$ cat src/rtl/inst_queue.sv
// inst_queue: in-order circular buffer between fetch and the two decoders.
// Takes up to two fetched instructions per cycle. Presents the two oldest
// entries to decode and retires zero, one or two of them per cycle.
// A redirect flush empties the queue in a single cycle.
module inst_queue #(
   parameter int DEPTH = 16,
   parameter int PTR_W = $clog2(DEPTH)
) (
   input  logic        clk,
   input  logic        rst_n,
   input  logic        flush,
   input  logic [1:0]  in_valid,
   input  logic [31:0] in_pc0,
   input  logic [31:0] in_pc1,
   input  logic [31:0] in_inst0,
   input  logic [31:0] in_inst1,
   input  logic        in_exc0,
   input  logic        in_exc1,
   input  logic [6:0]  in_exc_cause0,
   input  logic [6:0]  in_exc_cause1,
   output logic        in_ready,
   output logic [1:0]  out_valid,
   output logic [31:0] out_pc0,
   output logic [31:0] out_pc1,
   output logic [31:0] out_inst0,
   output logic [31:0] out_inst1,
   output logic        out_exc0,
   output logic        out_exc1,
   output logic [6:0]  out_exc_cause0,
   output logic [6:0]  out_exc_cause1,
   input  logic [1:0]  out_pop
);

   localparam logic [PTR_W:0] READY_MAX = (PTR_W+1)'(DEPTH - 2);
   localparam logic [PTR_W:0] TWO       = (PTR_W+1)'(2);

   // Entry storage, split by field
   logic [31:0]      r_pcMem    [DEPTH];
   logic [31:0]      r_instMem  [DEPTH];
   logic             r_excMem   [DEPTH];
   logic [6:0]       r_causeMem [DEPTH];

   logic [PTR_W-1:0] r_wrPtr;
   logic [PTR_W-1:0] r_rdPtr;
   logic [PTR_W:0]   r_count;

   logic             w_valid0;
   logic             w_valid1;
   logic             w_push0;
   logic             w_push1;
   logic             w_pop0;
   logic             w_pop1;
   logic [1:0]       w_pushCnt;
   logic [1:0]       w_popCnt;
   logic [PTR_W-1:0] w_wrIdx1;
   logic [PTR_W-1:0] w_rdIdx1;

   // Readiness comes only from the registered count, so fetch never sees a
   // combinational path from decode's pop or from its own valids.
   assign in_ready  = (r_count <= READY_MAX);
   assign w_valid0  = (r_count != '0);
   assign w_valid1  = (r_count >= TWO);
   assign out_valid = {w_valid1, w_valid0};

   // Slot 1 lands right after slot 0 only when slot 0 actually wrote.
   assign w_push0   = in_ready & in_valid[0];
   assign w_push1   = in_ready & in_valid[1];
   assign w_pushCnt = {1'b0, w_push0} + {1'b0, w_push1};
   assign w_wrIdx1  = r_wrPtr + PTR_W'(in_valid[0]);

   // Pops are masked to the legal in-order subset of what is presented.
   assign w_pop0    = out_pop[0] & w_valid0;
   assign w_pop1    = out_pop[1] & w_pop0 & w_valid1;
   assign w_popCnt  = {1'b0, w_pop0} + {1'b0, w_pop1};
   assign w_rdIdx1  = r_rdPtr + PTR_W'(1);

   // Head slots are read straight out of storage and forced to zero when empty.
   assign out_pc0        = w_valid0 ? r_pcMem[r_rdPtr]     : '0;
   assign out_inst0      = w_valid0 ? r_instMem[r_rdPtr]   : '0;
   assign out_exc0       = w_valid0 ? r_excMem[r_rdPtr]    : 1'b0;
   assign out_exc_cause0 = w_valid0 ? r_causeMem[r_rdPtr]  : '0;
   assign out_pc1        = w_valid1 ? r_pcMem[w_rdIdx1]    : '0;
   assign out_inst1      = w_valid1 ? r_instMem[w_rdIdx1]  : '0;
   assign out_exc1       = w_valid1 ? r_excMem[w_rdIdx1]   : 1'b0;
   assign out_exc_cause1 = w_valid1 ? r_causeMem[w_rdIdx1] : '0;

   // Write accepted fetch slots into storage; a flush cycle discards them
   always_ff @(posedge clk) begin
      if (!flush) begin
         if (w_push0) begin
            r_pcMem[r_wrPtr]    <= in_pc0;
            r_instMem[r_wrPtr]  <= in_inst0;
            r_excMem[r_wrPtr]   <= in_exc0;
            r_causeMem[r_wrPtr] <= in_exc_cause0;
         end
         if (w_push1) begin
            r_pcMem[w_wrIdx1]    <= in_pc1;
            r_instMem[w_wrIdx1]  <= in_inst1;
            r_excMem[w_wrIdx1]   <= in_exc1;
            r_causeMem[w_wrIdx1] <= in_exc_cause1;
         end
      end
   end

   // Advance pointers and occupancy; flush outranks both push and pop
   always_ff @(posedge clk or negedge rst_n) begin
      if (!rst_n) begin
         r_wrPtr <= '0;
         r_rdPtr <= '0;
         r_count <= '0;
      end else if (flush) begin
         r_wrPtr <= '0;
         r_rdPtr <= '0;
         r_count <= '0;
      end else begin
         r_wrPtr <= r_wrPtr + PTR_W'(w_pushCnt);
         r_rdPtr <= r_rdPtr + PTR_W'(w_popCnt);
         r_count <= r_count + (PTR_W+1)'(w_pushCnt) - (PTR_W+1)'(w_popCnt);
      end
   end

endmodule

$ cat config.mk
export PLATFORM = sky130hd
export DESIGN_NAME = inst_queue
export DESIGN_NICKNAME = d
export VERILOG_FILES = /design/src/rtl/inst_queue.sv
export SDC_FILE = /design/constraint.sdc
export NUM_CORES = 2
export LEC_CHECK = 0
export BUFFER_PORTS_ARGS = -buffer_cell sky130_fd_sc_hd__buf_2
export CORE_MARGIN = 3
export CORE_UTILIZATION = 50
export DETAILED_ROUTE_END_ITERATION = 6
export GPL_ROUTABILITY_DRIVEN = 0
export GPL_TIMING_DRIVEN = 0
export PLACE_DENSITY = 0.67
export REMOVE_ABC_BUFFERS = 1
export SYNTH_ARGS = -nofsm -noshare
export SYNTH_HDL_FRONTEND = slang
export SYNTH_SLANG_ARGS = --single-unit
$ cat constraint.sdc
create_clock -name clk -period 10.4 [get_ports clk]
set_input_delay 1.04 -clock clk [delete_from_list [all_inputs] [get_ports clk]]
set_output_delay 1.04 -clock clk [all_outputs]
set_load 0.05 [all_outputs]
# == Word level (Yosys, flattened, before mapping) ==
# Memory sizes are Yosys's and may differ from the RTL's.
# Index checks and enable logic that the tools add are counted.
# classes
n_bitwise,5
order_cmp,2
n_mux,17
n_reduce_logical,1
n_addsub,8
# op_table
cell,count
32-bit 2-to-1 mux,4
7-bit 2-to-1 mux,2
4-bit by 2-bit adder with 4-bit output,2
1-bit 2-to-1 mux,8
4-bit 2-to-1 mux,2
5-bit by 2-bit adder with 5-bit output,1
1-bit bitwise AND,5
"5-bit by 2-bit >= comparator with 1-bit output, second input constant",1
"5-bit by 4-bit less-or-equal comparator with 1-bit output, second input constant",1
5-bit 2-to-1 mux,1
5-bit nonzero test,1
5-bit by 2-bit subtractor with 5-bit output,1
1-bit by 1-bit adder with 2-bit output,2
4-bit by 1-bit adder with 4-bit output,1
"4-bit by 1-bit adder with 4-bit output, second input constant",1
# word_totals
inputBits,151
ff_bits,13
out_inout_bits,147
word_cells,40
ramBits,1152
memories,4
# memory_table
memory,depth,word_bits,rd,rd_ports_with_merged_regs,wr,line,source
r_instMem,16,32,2,0,2,39,logic [31:0] r_instMem [DEPTH];
r_pcMem,16,32,2,0,2,38,logic [31:0] r_pcMem [DEPTH];
r_causeMem,16,7,2,0,2,41,logic [6:0] r_causeMem [DEPTH];
r_excMem,16,1,2,0,2,40,logic r_excMem [DEPTH];

# == Longest topological paths before layout ==
# logic_depth
ltp_word,7
mapped_depth,16
depth_no_buf,16

# == Least setup slack after synthesis ==
# OpenSTA, ideal clock, no wires.
# synth_timing
path_kind,register -> register
start,register r_count[4]
end,memory r_causeMem[7][0] (enable)
stages_incl_launch_ff,7
setup_slack_ns,2.414
t_required_ns,9.798
arrival_ns,7.384
n_path_buf,0
setup_time_ns,0.602
synth_period_minus_slack_ns,7.986
path_cell_list,dfrtp_1 -> inv_1 -> ha_1 -> and3_1 -> a21oi_1 -> nand4b_1 -> o21ai_0
# synth_rtl
element,line,source
start: declaration,45,logic [PTR_W:0] r_count;
start signal: assignment,118,r_count <= r_count + (PTR_W+1)'(w_pushCnt) - (PTR_W+1)'(w_popCnt);
end: declaration,41,

# == Worst setup path in the final report ==
# layout_timing
start,register r_rdPtr[1]
end,output port out_exc_cause1[4]
# layout_between
elab_chain_len,3
# layout_rtl
element,line,source
start: declaration,44,logic [PTR_W-1:0] r_rdPtr;
start signal: assignment,117,r_rdPtr <= r_rdPtr + PTR_W'(w_popCnt);
4-bit by 1-bit adder with 4-bit output,75,assign w_rdIdx1 = r_rdPtr + PTR_W'(1);
memory 16 x 7 bit,-,
7-bit 2-to-1 mux,85,assign out_exc_cause1 = w_valid1 ? r_causeMem[w_rdIdx1] : '0;
end: declaration,30,"output logic [6:0] out_exc_cause1,"
# Every way passes these cells.

==> qor.txt <==
Number of H-tree branching levels = 4
Power per cell area = 256 mW/mm²
Placed inst area = 0.0747 mm²
Per-instance average area after synthesis = 17.3 µm²
Synthesis warning total = 0
Min Clock Period, post-route = 5.60 ns
Share of final-layout standard cells stronger than drive strength 1 = 57.4%
Number of placement rows = 134
Signal arrival time at the worst endpoint = 4.56 ns
Cells after Synth = 3924
Total via count after detailed routing = 41500
Via count of the first global-routing pass = 42100
Setup crit end kind = output pin
Wire length of the first global-routing pass = 308000 µm
Die X = 375 µm
Post-DP HPWL = 140000 µm
Yosys top cell area share = 50.8%
Required @ worst endpoint = 9.36 ns
Post-CTS Resized = 0
Die ar. = 0.141 mm²
Vias/cell = 6.95
Global Route Usage Sum = 30.6%
Port Buffer Count = 297
Worst hold slack after final layout = 0.173 ns
Clock insertion delay at the later pin of the skew report = 0.76 ns
Result of the run = completed
Combined area of the multi-input logic cells = 0.0315 mm²
Max cap viols = 0
Share of the clock period used by the worst path = 53.8%
Max Clock Skew = 0.0184 ns
Area inside the core boundary = 0.134 mm²
Multiplexer share of the synthesized area = 42.6%
CP Launch Type = register
Combinational family with the most area after synthesis = multiplexers
Number of setup buffers added after CTS = 0
Maximum resistive drop on vdd = 0.000224 V
Final non-filler cell area = 0.0789 mm²
Hold crit path type = in2async
Critical-path maximum fanout = 38
Count of clock tree sinks = 1165
Buffer depth of the longest clock path = 3
Max transition margin = 12.3%
Final Max Slew Viols = 0
Fin. Hold Viols = 0
Synth Area in Adders = 0.467%
Post-synth EDFFs = 1152
Total wirelength of the detailed-routed design = 214000 µm
Leading cell types in the layout, fill and taps excluded = edfxtp_1 (1152), mux2_2 (1121), mux4_2 (576), buf_2 (297), mux2_1 (175)
Flop and latch count out of synthesis = 1165
Timing startpoint of the critical path = r_rdPtr[1]
Iteration count of the initial detailed-routing pass = 6
Sequential cell area fraction in the yosys report = 51.3%
DR WL/cell = 35.9 µm
Final setup violation count = 0
Iter 0 DRT Violations = 5218
CTS hold repair buffers = 0
Share of the core filled with cells = 58.7%
Clock tree from TritonCTS = done
Library cells used by synthesis = 48
Maximum number of pins on one net before global-route repair = 60
Leading cell type in the layout, fill and taps excluded = edfxtp_1
Area of all sequential standard cells = 0.0349 mm²
Starting utilization of the core area = 50.7%
Unrepaired setup endpoints after global routing = false
Fraction of synthesis flops using an asynchronous set or reset pin = 1.12%
Cell area after technology mapping = 0.0680 mm²
Post-Synth Simple-Gate Area = 0.498%
Source of the worst register-to-register timing path = r_wrPtr[0]
Layout-stage area growth over the synthesis result = 15.9%
Congestion Overflow GR = 0
Fillcell total = 10100
Leading post-synthesis cells by cell area = edfxtp_1 (51%), mux4_2 (19%), mux2_2 (19%)
Initial antenna violation count = 39
Transition time of the tightest slew-check pin = 1.31 ns
Number of placed I/O pins = 298
Die height = 375 µm
Critical path class = reg2out
Number of routed nets with antenna violations = 0
CTS root buffer = clkbuf_16
Top achievable clock speed = 179 MHz
Total DRC errors in the routed layout = 0
Most instantiated flip-flop cell in the synthesis netlist = edfxtp_1
Nets@finish = 4266
Compound-cell area share of the yosys netlist = 2.04%
Clock transition at the registers of the reported paths = 0.06 ns
Largest area contributor in the synthesized netlist = edfxtp_1
CTS buffer count = 135
Xor-xnor portion of the synthesized cell area = 0.103%
Static Leak = 25.4 nW
[sequential cells by signal, summed over array words and instances, names as in the netlist]
signal      count
r_causeMem    112
r_instMem     512
r_pcMem       512
r_wrPtr         4
r_rdPtr         4
r_count         5
r_excMem       16
[per-stage QoR]
| step | setup slack (ns) | TNS (ns) | instances | power (mW) |
|---|---|---|---|---|
| finish | 4.80 | 0 | 5967 | 20.2 |
| global route | 4.58 | 0 | 5956 | 21.0 |
| CTS | 4.66 | 0 | 5951 | 20.3 |
| detailed placement | 5.16 | 0 | 5723 | 15.7 |
| global placement | -52.09 | - | 5534 | 16.0 |
| floorplan | -16.31 | -1619.17 | 3469 | 14.2 |
[kinds of logic (layout without fill, tap and decap cells)]
group / count (synthesis) / count (layout)
compound gates: 187 / 187
xor+xnor: 8 / 8
fa+ha+maj: 23 / 23
buf+inv: 468 / 727
flops: 1165 / 1165
mux: 2016 / 2016
other cells: 0 / 16
simple gates: 57 / 57
[worst paths after layout]
kind | end | slack (ns) | cells after the start
hold reg to reg | r_rdPtr[3] | 0.68 | 2
min in group clk | r_count[2] | 0.66 | 2
setup / recovery | out_exc_cause1[4] | 4.80 | 11
hold / removal | r_wrPtr[0] | 0.17 | 1
setup reg to reg | r_pcMem[13][16] | 5.80 | 9
max in group asynchronous | r_rdPtr[0] | 9.95 | 1
[routing by layer]
metal	share of wire (%)	GRT usage (%)	vias up
met5	0.056	0	-
met4	3.1	9.71	18
met3	10	7.04	475
met2	46	45.8	2297
met1	41	44.4	22000
li1	-	-	16700
[final cells by class]
class | count | area share, %
tap | 1768 | 2.80
multi-input combinational | 2291 | 40.0
timing repair buffer | 486 | 7.59
clock buffer | 171 | 4.72
sequential | 1165 | 44.3
inverter | 13 | 0.0619
antenna | 16 | 0.0508
clock inverter | 57 | 0.531
[synthesized netlist by cell type (all sizes together), types with 13 or more instances]
| library cell | n |
|---|---|
| o21ai | 18 |
| ha | 19 |
| clkbuf | 245 |
| mux4 | 576 |
| buf | 210 |
| inv | 13 |
| o22ai | 72 |
| mux2 | 1296 |
| dfrtp | 13 |
| edfxtp | 1152 |
| mux2i | 144 |
| a22o | 72 |
[worst max-delay path: stages (launching register included)]
cell	delay, ns
dfrtp_4	0.53
buf_16	0.31
buf_16	0.32
ha_4	0.21
xor2_4	0.66
buf_16	0.26
buf_16	0.19
buf_16	0.19
buf_16	0.18
mux2i_1	0.09
o22ai_1	0.38
buf_2	0.35
[power by group]
group / total, mW / switching (mW) / leakage, nW / internal [mW]
clock network: 4.59 / 1.91 / 2.03 / 2.68
logic: 9.94 / 5.81 / 12.8 / 4.13
registers: 5.66 / 0.170 / 10.6 / 5.49
Note: power is estimated with default switching activity, not from simulation.
